**config.mk**
```make
export PLATFORM = sky130hd
export DESIGN_NAME = shift_register_ctrl_flat
export DESIGN_NICKNAME = d
export VERILOG_FILES = /design/src/rtl/shift_register_ctrl_if.sv /design/src/rtl/shift_register_ctrl.sv /design/src/flat_wrapper.sv
export SDC_FILE = /design/constraint.sdc
export NUM_CORES = 1
export LEC_CHECK = 0
export ABC_AREA = 0
export CORE_MARGIN = 4
export CORE_UTILIZATION = 57
export DETAILED_ROUTE_END_ITERATION = 10
export GPL_TIMING_DRIVEN = 1
export PLACE_DENSITY_LB_ADDON = 0.12
export SYNTH_ARGS = -nofsm -noshare
export SYNTH_HDL_FRONTEND = slang
export SYNTH_SLANG_ARGS = --single-unit
export TNS_END_PERCENT = 1
```
**constraint.sdc**
```tcl
create_clock -name i_Clk -period 5.41 [get_ports i_Clk]
set_input_delay 0.8115 -clock i_Clk [delete_from_list [all_inputs] [get_ports i_Clk]]
set_output_delay 0.8115 -clock i_Clk [all_outputs]
set_load 0.005 [all_outputs]
```
**src/rtl/shift_register_ctrl_if.sv**
```systemverilog
// Handshake, serial and result signals of the full-duplex serial transfer controller.
// The master side supplies words and serial input; the slave side is the controller.
interface shift_register_ctrl_if #(
  parameter int unsigned BW_DATA = 8
) ();

  logic [BW_DATA-1:0] i_D;
  logic               i_Valid;
  logic               o_Ready;
  logic               i_Abort;
  logic               i_Sin;
  logic               o_Sout;
  logic               o_Tick;
  logic               o_Busy;
  logic [BW_DATA-1:0] o_Qout;
  logic               o_Done;

  modport master (
    output i_D,
    output i_Valid,
    output i_Abort,
    output i_Sin,
    input  o_Ready,
    input  o_Sout,
    input  o_Tick,
    input  o_Busy,
    input  o_Qout,
    input  o_Done
  );

  modport slave (
    input  i_D,
    input  i_Valid,
    input  i_Abort,
    input  i_Sin,
    output o_Ready,
    output o_Sout,
    output o_Tick,
    output o_Busy,
    output o_Qout,
    output o_Done
  );

endinterface

```
**src/rtl/shift_register_ctrl.sv**
```systemverilog
// Full-duplex serial transfer controller: shifts a parallel word out MSB-first while
// capturing i_Sin on the same bit ticks, then publishes the received word with a done strobe.
module shift_register_ctrl #(
  parameter int unsigned BW_DATA = 8,
  parameter int unsigned CLK_DIV = 4
) (
  input  logic                  i_Clk,
  input  logic                  i_Rst,
  shift_register_ctrl_if.slave  io_bus
);

  localparam int unsigned BW_BCNT = $clog2(BW_DATA) + 1;
  localparam int unsigned BW_DCNT = $clog2(CLK_DIV) + 1;
  localparam logic [BW_BCNT-1:0] BIT_LAST = BW_BCNT'(BW_DATA - 1);
  localparam logic [BW_DCNT-1:0] DIV_LAST = BW_DCNT'(CLK_DIV - 1);

  typedef enum logic [1:0] {
    ST_IDLE  = 2'd0,
    ST_SHIFT = 2'd1,
    ST_DONE  = 2'd2
  } state_t;

  state_t               r_state;
  state_t               w_state_nxt;
  logic [BW_DATA-1:0]   r_tx;
  logic [BW_DATA-1:0]   w_tx_nxt;
  logic [BW_DATA-1:0]   r_rx;
  logic [BW_DATA-1:0]   w_rx_nxt;
  logic [BW_DATA-1:0]   r_qout;
  logic [BW_DATA-1:0]   w_qout_nxt;
  logic [BW_BCNT-1:0]   r_bit_cnt;
  logic [BW_BCNT-1:0]   w_bit_cnt_nxt;
  logic [BW_DCNT-1:0]   r_div_cnt;
  logic [BW_DCNT-1:0]   w_div_cnt_nxt;

  logic                 w_accept;
  logic                 w_tick;
  logic                 w_last_bit;
  logic [BW_DATA-1:0]   w_tx_shift;
  logic [BW_DATA-1:0]   w_rx_shift;
  logic                 w_ready;
  logic                 w_busy;
  logic                 w_sout;
  logic                 w_done;

  // Bit strobe, frame-end detect and the enable-gated shift candidates.
  always_comb begin : p_datapath
    w_accept   = 1'b0;
    w_tick     = 1'b0;
    w_last_bit = 1'b0;
    w_tx_shift = {r_tx[BW_DATA-2:0], 1'b0};
    w_rx_shift = {r_rx[BW_DATA-2:0], io_bus.i_Sin};
    if (r_state == ST_IDLE) begin
      w_accept = io_bus.i_Valid && !io_bus.i_Abort;
    end
    if (r_state == ST_SHIFT) begin
      w_tick = (r_div_cnt == DIV_LAST);
    end
    w_last_bit = (r_bit_cnt == BIT_LAST);
  end

  // Next-state and next-register values; abort beats both tick and frame completion.
  always_comb begin : p_next
    w_state_nxt   = r_state;
    w_tx_nxt      = r_tx;
    w_rx_nxt      = r_rx;
    w_qout_nxt    = r_qout;
    w_bit_cnt_nxt = r_bit_cnt;
    w_div_cnt_nxt = r_div_cnt;
    unique case (r_state)
      ST_IDLE: begin
        if (w_accept) begin
          w_state_nxt   = ST_SHIFT;
          w_tx_nxt      = io_bus.i_D;
          w_rx_nxt      = '0;
          w_bit_cnt_nxt = '0;
          w_div_cnt_nxt = '0;
        end
      end
      ST_SHIFT: begin
        if (io_bus.i_Abort) begin
          w_state_nxt   = ST_IDLE;
          w_tx_nxt      = '0;
          w_bit_cnt_nxt = '0;
          w_div_cnt_nxt = '0;
        end else if (w_tick) begin
          w_tx_nxt      = w_tx_shift;
          w_rx_nxt      = w_rx_shift;
          w_div_cnt_nxt = '0;
          if (w_last_bit) begin
            // Counter parks at zero so it never runs past its terminal value.
            w_bit_cnt_nxt = '0;
            w_qout_nxt    = w_rx_shift;
            w_state_nxt   = ST_DONE;
          end else begin
            w_bit_cnt_nxt = r_bit_cnt + BW_BCNT'(1);
          end
        end else begin
          w_div_cnt_nxt = r_div_cnt + BW_DCNT'(1);
        end
      end
      ST_DONE: begin
        w_state_nxt = ST_IDLE;
        if (io_bus.i_Abort) begin
          w_tx_nxt      = '0;
          w_bit_cnt_nxt = '0;
          w_div_cnt_nxt = '0;
        end
      end
      default: begin
        w_state_nxt = ST_IDLE;
      end
    endcase
  end

  // Status outputs decoded from the registered state.
  always_comb begin : p_outputs
    w_ready = 1'b0;
    w_busy  = 1'b0;
    w_sout  = 1'b0;
    w_done  = 1'b0;
    unique case (r_state)
      ST_IDLE: begin
        w_ready = 1'b1;
      end
      ST_SHIFT: begin
        w_busy = 1'b1;
        w_sout = r_tx[BW_DATA-1];
      end
      ST_DONE: begin
        w_busy = 1'b1;
        w_done = 1'b1;
      end
      default: begin
        w_ready = 1'b0;
      end
    endcase
  end

  always_ff @(posedge i_Clk or posedge i_Rst) begin : p_regs
    if (i_Rst) begin
      r_state   <= ST_IDLE;
      r_tx      <= '0;
      r_rx      <= '0;
      r_qout    <= '0;
      r_bit_cnt <= '0;
      r_div_cnt <= '0;
    end else begin
      r_state   <= w_state_nxt;
      r_tx      <= w_tx_nxt;
      r_rx      <= w_rx_nxt;
      r_qout    <= w_qout_nxt;
      r_bit_cnt <= w_bit_cnt_nxt;
      r_div_cnt <= w_div_cnt_nxt;
    end
  end

  assign io_bus.o_Ready = w_ready;
  assign io_bus.o_Busy  = w_busy;
  assign io_bus.o_Sout  = w_sout;
  assign io_bus.o_Done  = w_done;
  assign io_bus.o_Tick  = w_tick;
  assign io_bus.o_Qout  = r_qout;

endmodule

```
**src/flat_wrapper.sv**
```systemverilog
// flat-port wrapper written by rule: the top's interface ports become plain ports
module shift_register_ctrl_flat 
#(
  parameter int unsigned BW_DATA = 8,
  parameter int unsigned CLK_DIV = 4
)
  (i_Clk, i_Rst, io_bus_i_D, io_bus_i_Valid, io_bus_i_Abort, io_bus_i_Sin, io_bus_o_Ready, io_bus_o_Sout, io_bus_o_Tick, io_bus_o_Busy, io_bus_o_Qout, io_bus_o_Done);
  shift_register_ctrl_if #(.BW_DATA(BW_DATA)) io_bus_i ();
  input  logic i_Clk;
  input  logic i_Rst;
  input wire logic [$bits(io_bus_i.i_D)-1:0] io_bus_i_D;
  input wire logic [$bits(io_bus_i.i_Valid)-1:0] io_bus_i_Valid;
  input wire logic [$bits(io_bus_i.i_Abort)-1:0] io_bus_i_Abort;
  input wire logic [$bits(io_bus_i.i_Sin)-1:0] io_bus_i_Sin;
  output wire logic [$bits(io_bus_i.o_Ready)-1:0] io_bus_o_Ready;
  output wire logic [$bits(io_bus_i.o_Sout)-1:0] io_bus_o_Sout;
  output wire logic [$bits(io_bus_i.o_Tick)-1:0] io_bus_o_Tick;
  output wire logic [$bits(io_bus_i.o_Busy)-1:0] io_bus_o_Busy;
  output wire logic [$bits(io_bus_i.o_Qout)-1:0] io_bus_o_Qout;
  output wire logic [$bits(io_bus_i.o_Done)-1:0] io_bus_o_Done;
  assign io_bus_i.i_D = io_bus_i_D;
  assign io_bus_i.i_Valid = io_bus_i_Valid;
  assign io_bus_i.i_Abort = io_bus_i_Abort;
  assign io_bus_i.i_Sin = io_bus_i_Sin;
  assign io_bus_o_Ready = io_bus_i.o_Ready;
  assign io_bus_o_Sout = io_bus_i.o_Sout;
  assign io_bus_o_Tick = io_bus_i.o_Tick;
  assign io_bus_o_Busy = io_bus_i.o_Busy;
  assign io_bus_o_Qout = io_bus_i.o_Qout;
  assign io_bus_o_Done = io_bus_i.o_Done;
  shift_register_ctrl #(.BW_DATA(BW_DATA), .CLK_DIV(CLK_DIV)) u_core (.i_Clk(i_Clk), .i_Rst(i_Rst), .io_bus(io_bus_i));
endmodule
```
==> results.ini, run 1 <==
[floorplan]
die_h_um=61.7
dieArea_sq_um=3810
num_rows=19
ios=26
initial_core_util_pct=59.6
core_sq_um=2760
fp.dieW_um=61.7

[worst_setup_path]
cp_data_arrival_time_ns=2.02
cp.required_ns=4.60
cp-start-kind=register
critical_path_class=register to output port
slowest_stage=clkdlybuf4s50_1
max_stage_delay_ns=0.60
path_cells=inv_1, ha_1, clkdlybuf4s50_1
critPathBufInv=2
worstPathMaxFanout=16
critPathCaptureType=output port
cp_top_family=buffers and inverters

[clock_tree]
cts_root_buffer=clkbuf_4
cts_buffers=5
clk_latency_ns=0.33
cts_resized=0
cts_tree=yes
post_cts_buffers=0
cts.sinks=32
cts_hold_repair.buffers=0
clk_pin_slew_worst_paths_ns=0.10
htree_levels=2
clock_path_buffers=2

[grt]
grt_pass1_wl_um=5280
grtUsageTotal_pct=19.0
grt_max_degree=33
grt_pass1_vias=1204
antenna_found_initial=0
grt-ovfl-total=0

[cells_and_area]
area_delta_synth_final_pct=22.2
finalNetCount=197
stdcell_count=209
fin_area_sq_um=2010
diodes=0
drive_gt1_share_pct=19.1

[logic_synthesis]
synth-seq-cells=32
yosys_most_used_dff=dfrtp_1
synth_area_leader_cell=dfrtp_1
post_synth.cell_area_avg_sq_um=11.0
synth_area_leaders=dfrtp_1, mux2_2, mux2_4
synth-edff-count=0
syn_nets=169
seq_area_frac_synth_pct=48.7
async_reset_ff_share_pct=100
syn-cell-area_sq_um=1640
syn_inst=149
synth_common_cells=dfrtp_1, nand2_1, inv_1, mux2_2, o21ai_0
synth.most_common_cell=dfrtp_1
synth_top_area_share_pct=48.7
yosys_warnings=0
yosysUniqueCellTypes=33

[detailed_routing]
drc=0
drt_pass1_iterations=4
wl_per_cell_um=15.0
drtIter0Drc=46
vias=1151
antenna_left=0
wirelength_um=3140
vias_per_cell=5.51

[timing]
rsz0062_at_grt=false
slew_headroom_pct=67.4
setup_tns_ns=0
clock_skew_ns=0.00316
drv_slew=0
period_needed_ns=2.83
hold_viol_final=0
fin_hold_ws_ns=0.500
worstMarginPinSlew_ns=0.490
final_min_period_over_clock_period_pct=52.3
timing.fmax_mhz=354
setup_viol=0
worst_slack_ns=2.58

[power]
power_density_nw_per_um2=402
cellLeakagePower_nw=0.963
peakVddDrop_uv=315

[placement]
dp_hpwl_um=2270
io_buffers=25
pre_cts_ws_ns=2.66
routabilityCongestion=0.837
placedInstanceArea_sq_um=1910
dp.cells=201

[min_path]
hp-class=register to register

[run_status]
status=completed

[run]
drv_cap=0

==> layout by cell type, fill, tap and decap left out, drive strengths merged, types with 2 or more instances in the layout <==
cell type | synthesis | routed
and2b | 2 | 2
and2 | 3 | 3
nand3 | 2 | 2
nand2b | 4 | 4
nor2b | 5 | 5
clkbuf | 4 | 7
clkdlybuf4s50 | 0 | 25
ha | 7 | 7
o2bb2ai | 2 | 2
a21oi | 2 | 2
o22ai | 8 | 8
o21ai | 9 | 9
mux2 | 19 | 19
inv | 12 | 12
nor2 | 3 | 3
nand2 | 23 | 23
dfrtp | 32 | 32
==> cell families (layout without fill, tap and decap cells) <==
logic type / count (synthesis) / count (layout) / synth area share [%]
AND/OR/NAND/NOR: 47 / 47 / 14.9
buffers and inverters: 17 / 46 / 4.34
flip-flops: 32 / 32 / 48.7
AO/OA/AOI/OAI: 27 / 27 / 11.8
adder cells (fa/ha/maj): 7 / 7 / 5.33
multiplexers: 19 / 19 / 14.9
==> stage by stage <==
step                power (mW)  util (%)
floorplan                0.538         -
global placement         0.592      69.4
detailed placement       0.609      69.4
CTS                      0.813      72.8
global route             0.858      72.8
finish                   0.806      72.8
==> path summary, 6_finish.rpt <==
check	startpoint	endpoint	slack, ns	cells after the start
setup / recovery	u_core.r_state[0]	io_bus_o_Busy	2.58	3
hold / removal	u_core.r_rx[6]	u_core.r_rx[6]	0.50	2
setup reg to reg	u_core.r_state[1]	u_core.r_tx[7]	3.29	6
hold reg to reg	u_core.r_rx[6]	u_core.r_rx[6]	0.50	2
max in group asynchronous	i_Rst	u_core.r_state[0]	4.27	3
min in group asynchronous	i_Rst	u_core.r_tx[5]	0.86	3
==> sequential cells by signal, indices dropped and copies added, names as in the netlist <==
name / count
u_core.r_div_cnt: 3
u_core.r_bit_cnt: 4
u_core.io_bus.o_Qout: 8
u_core.r_tx: 8
u_core.r_rx: 7
u_core.r_state: 2
==> report_power, final <==
part           total (mW)  internal, mW  switching, mW
logic               0.276         0.143          0.134
registers           0.326         0.289         0.0369
clock network       0.204         0.123         0.0816
==> layout make-up <==
type                       count  area, sq um
clock buffer                   7         65.1
multi-input combinational    100          771
tap                           31         38.8
inverter                      12         45.0
clock inverter                 1         30.0
fill                         202          749
timing repair buffer          26          258
sequential                    32          801
==> metal layers <==
metal,vias to the layer above,global-route usage [%],share of wire (%),routed length [um]
met5,-,0,0,0
met4,0,7.88,0.92,29
met3,4,4.40,5.8,182
met2,29,30.9,47,1490
met1,551,24.2,46,1440
li1,567,-,-,-
==> tightest hold or removal path, cell delays in order, from the launching register on <==
cell and delay [ns]:
dfrtp_1 0.35, nand2_1 0.04, o21ai_0 0.07
Note: power is estimated with default switching activity, not from simulation.
==> run 2, diff against run 1 <==
CORE_UTILIZATION = 47   (was 57)
clock period = 2.3 ns   (was 5.41 ns; I/O delays follow)
==> results.ini, run 2 (same netlist as run 1, synthesis figures left out) <==
[run_status]
status=completed

[timing]
clock_skew_ns=0.0108
final_min_period_over_clock_period_pct=94.1
worstMarginPinSlew_ns=0.519
timing.fmax_mhz=462
period_needed_ns=2.16
setup_viol=0
drv_slew=0
slew_headroom_pct=65.4
rsz0062_at_grt=false
fin_hold_ws_ns=0.382
worst_slack_ns=0.137
hold_viol_final=0
setup_tns_ns=0

[placement]
dp_hpwl_um=2160
io_buffers=25
pre_cts_ws_ns=0.208
dp.cells=219
routabilityCongestion=0.750

[floorplan]
num_rows=21
fp.dieW_um=67.1
initial_core_util_pct=48.8
ios=26
die_h_um=67.1
dieArea_sq_um=4510
core_sq_um=3360

[cells_and_area]
finalNetCount=200
diodes=0
multiInputGateArea_sq_um=771
stdcell_count=227
final-seq-area_sq_um=801
drive_gt1_share_pct=20.4
fillers=312
area_delta_synth_final_pct=23.8
final_common_cell=dfrtp_1
mostFrequentLayoutCells=dfrtp_1, clkdlybuf4s50_1, nand2_1, inv_1, mux2_2

[power]
power_density_nw_per_um2=919
p_clk_share_pct=23.0
p_comb_share_pct=36.2
seq_power_share_pct=40.8
cellLeakagePower_nw=0.968
peakVddDrop_uv=362
netSwitchingPower_mw=0.605
intPower_mw=1.26
total_power_mw=1.87
p_sw_share_pct=32.4

[detailed_routing]
drc=0
drt_pass1_iterations=4
wirelength_um=3090
wl_per_cell_um=13.6
antenna_left=0
vias_per_cell=5.00
vias=1134
drtIter0Drc=56

[worst_setup_path]
worstPathMaxFanout=6
max_stage_delay_ns=0.50
r2r_slack_ns=0.36
cp.required_ns=1.96
cp-endpoint=io_bus_o_Sout
r2r_end=u_core.r_bit_cnt[1]
cp_data_arrival_time_ns=1.82
cp-startpoint=u_core.r_state[1]
r2r-start=u_core.r_state[1]
rr_worst_depth=6
critPathCaptureType=output port
path_cells=inv_1, ha_1, and2_1, clkdlybuf4s50_1
cp-start-kind=register
critical_path_class=register to output port
slowest_stage=clkdlybuf4s50_1

[clock_tree]
htree_levels=2
post_cts_buffers=0
clk_pin_slew_worst_paths_ns=0.11
cts_hold_repair.buffers=0
clk_latency_ns=0.34
cts.sinks=32
clock_path_buffers=2
cts_buffers=5
cts_tree=yes
cts_root_buffer=clkbuf_4
cts_resized=0

[run]
drv_cap=0

[min_path]
hp-class=input port to asynchronous set/reset pin

[grt]
use_met2_pct=21.8
grt_pass1_wl_um=5090
grt_pass1_vias=1092
grtUsageTotal_pct=15.6
grt.met3_usage_pct=5.90
busiest_layer=met2
grt-ovfl-total=0
grt_max_degree=33
use_met1_pct=21.1
antenna_found_initial=0

-- run 2: changes by cell type in the layout (fill, tap and decap cells not counted), sizes merged --
cell / previous run / this run
clkinv: 0 / 1
buf: 1 / 4
clkbuf: 7 / 5
clkinvlp: 0 / 1
-- run 2: power groups by stage --
stage	Sequential (mW)	Combinational, mW	Clock [mW]
after floorplan	0.748	0.516	0
after global placement	0.767	0.668	0
after detailed placement	0.772	0.676	0
after CTS	0.763	0.682	0.444
after global routing	0.774	0.752	0.471
final	0.763	0.677	0.429
-- run 2: worst min path at each step --
stage / endpoint / startpoint / depth (start not counted)
3_5_place_dp: u_core.r_rx[6] / u_core.r_rx[6] / 2
3_3_place_gp: u_core.r_rx[6] / u_core.r_rx[6] / 2
4_1_cts: u_core.io_bus.o_Qout[6] / i_Rst / 3
6_report: u_core.io_bus.o_Qout[6] / i_Rst / 3
5_1_grt: u_core.io_bus.o_Qout[6] / i_Rst / 3
2_1_floorplan: u_core.r_rx[6] / u_core.r_rx[6] / 2
-- run 2: layout make-up --
type,instances,share of cell area [%]
Timing Repair Buffer,29,13.8
Clock inverter,3,2.09
Multi-Input combinational cell,100,37.9
Clock buffer,5,1.85
Inverter,12,2.21
Tap cell,46,2.83
Sequential cell,32,39.4
-- run 2: layer usage --
layer  wire (um)  up-vias
met1        1550      522
met4          61        0
met5           0        -
met3         216        6
li1            -      572
met2        1260       34
-- run 2: worst max-delay path: cells and delay by family, from the launching register on --
kind	cells	cell delay, ns
simple gates	1	0.17
fa+ha+maj	1	0.28
flops	1	0.41
buf+inv	2	0.62
-- run 2: through the flow --
stage / instance area (sq um) / utilization, %
floorplan: 1640 / -
global placement: 1950 / 58.1
detailed placement: 1950 / 58.1
CTS: 2030 / 60.5
global route: 2030 / 60.5
finish: 2030 / 60.5
==> run 3, diff against run 2 <==
CORE_UTILIZATION = 56   (was 47)
DONT_BUFFER_PORTS = 1   (was unset)
==> results.ini, run 3 (same netlist as run 1, synthesis figures left out) <==
[grt]
grt_pass1_vias=1081
antenna_found_initial=0
grtUsageTotal_pct=16.4
grt_max_degree=33
grt-ovfl-total=0
grt_pass1_wl_um=5050

[detailed_routing]
wirelength_um=2840
drtIter0Drc=57
drc=0
drt_pass1_iterations=4
wl_per_cell_um=15.3
antenna_left=0
vias=1056
vias_per_cell=5.68

[placement]
placedInstanceArea_sq_um=1670
routabilityCongestion=0.794
dp.cells=177
io_buffers=0
dp_hpwl_um=2110

[cells_and_area]
fin_area_sq_um=1760
fillers=230
mostFrequentLayoutCells=dfrtp_1, nand2_1, inv_1, mux2_2, o21ai_0
finalNetCount=174
final_common_cell=dfrtp_1
stdcell_count=186
area_delta_synth_final_pct=6.93
drive_gt1_share_pct=21.9
diodes=0

[timing]
setup_viol=0
worstMarginPinSlew_ns=0.531
fin_hold_ws_ns=0.146
timing.fmax_mhz=485
final_min_period_over_clock_period_pct=89.7
setup_tns_ns=0
drv_slew=0
clock_skew_ns=0.00734
slew_headroom_pct=64.6
hold_viol_final=0
period_needed_ns=2.06
rsz0062_at_grt=false

[run_status]
status=completed

[worst_setup_path]
critical_path_class=register to register
cp-startpoint=u_core.r_state[0]
r2r-start=u_core.r_state[0]
cp-start-kind=register
cp.required_ns=2.52
critPathCaptureType=register
worstPathMaxFanout=12
cp_data_arrival_time_ns=2.28

[clock_tree]
cts_tree=yes
cts_buffers=5
clk_latency_ns=0.33
cts_hold_repair.buffers=1
clk_pin_slew_worst_paths_ns=0.10
htree_levels=2
cts.sinks=32
post_cts_buffers=0
clock_path_buffers=2
cts_resized=0
cts_root_buffer=clkbuf_4

[power]
power_density_nw_per_um2=1010
total_power_mw=1.77
cellLeakagePower_nw=0.871
peakVddDrop_uv=709

[floorplan]
core_sq_um=2780
fp.dieW_um=62.2
num_rows=19
die_h_um=62.2
dieArea_sq_um=3860
ios=26
initial_core_util_pct=59.1

[min_path]
hp-class=input port to register
min_from=io_bus_i_Sin

[run]
drv_cap=0

run 3: cell types whose count changed in the layout (fill, tap and decap cells not counted), sizes merged:
| cell | change |
|---|---|
| dlygate4sd3 | +1 |
| clkinvlp | -1 |
| clkbuf | +1 |
| clkdlybuf4s50 | -25 |
| buf | -2 |
run 3: final timing paths:
kind / depth (start not counted) / end / slack (ns)
max: 5 / u_core.r_tx[4] / 0.24
min: 2 / u_core.r_rx[0] / 0.15
max reg2reg: 5 / u_core.r_tx[4] / 0.24
min reg2reg: 2 / u_core.r_rx[6] / 0.49
max in group asynchronous: 3 / u_core.r_div_cnt[1] / 1.48
min in group asynchronous: 3 / u_core.io_bus.o_Qout[3] / 0.54
run 3: critical path: stages (launching register included):
cell and delay, ns:
dfrtp_1 0.42, inv_1 0.10, ha_1 0.32, a221oi_4 0.43
nand2_2 0.31, mux2_4 0.38
run 3: layer usage:
layer	vias up	GRT usage (%)	wire length (um)
li1	521	-	-
met1	505	20.5	1290
met4	0	6.50	56
met5	-	0	0
met2	24	24.6	1310
met3	6	7.39	191
run 3: report_power, final:
group	switching [mW]	total (mW)	internal (mW)
sequential	0.0812	0.761	0.680
clock	0.184	0.412	0.228
combinational	0.306	0.597	0.291
total	0.571	1.77	1.20
run 3: stage by stage:
step,util (%),setup WS [ns]
6_report,63.2,0.238
5_1_grt,63.2,0.103
4_1_cts,63.2,0.251
3_5_place_dp,60.1,0.275
3_3_place_gp,60.1,0.360
2_1_floorplan,-,0.513
run 3: cell type report:
type	instances	area [sq um]	area share [%]
timing repair buffer	3	25.0	1.42
sequential	32	801	45.6
inverter	12	45.0	2.56
multi-input combinational	100	771	43.9
tap	31	38.8	2.21
clock buffer	6	41.3	2.35
clock inverter	2	35.0	1.99
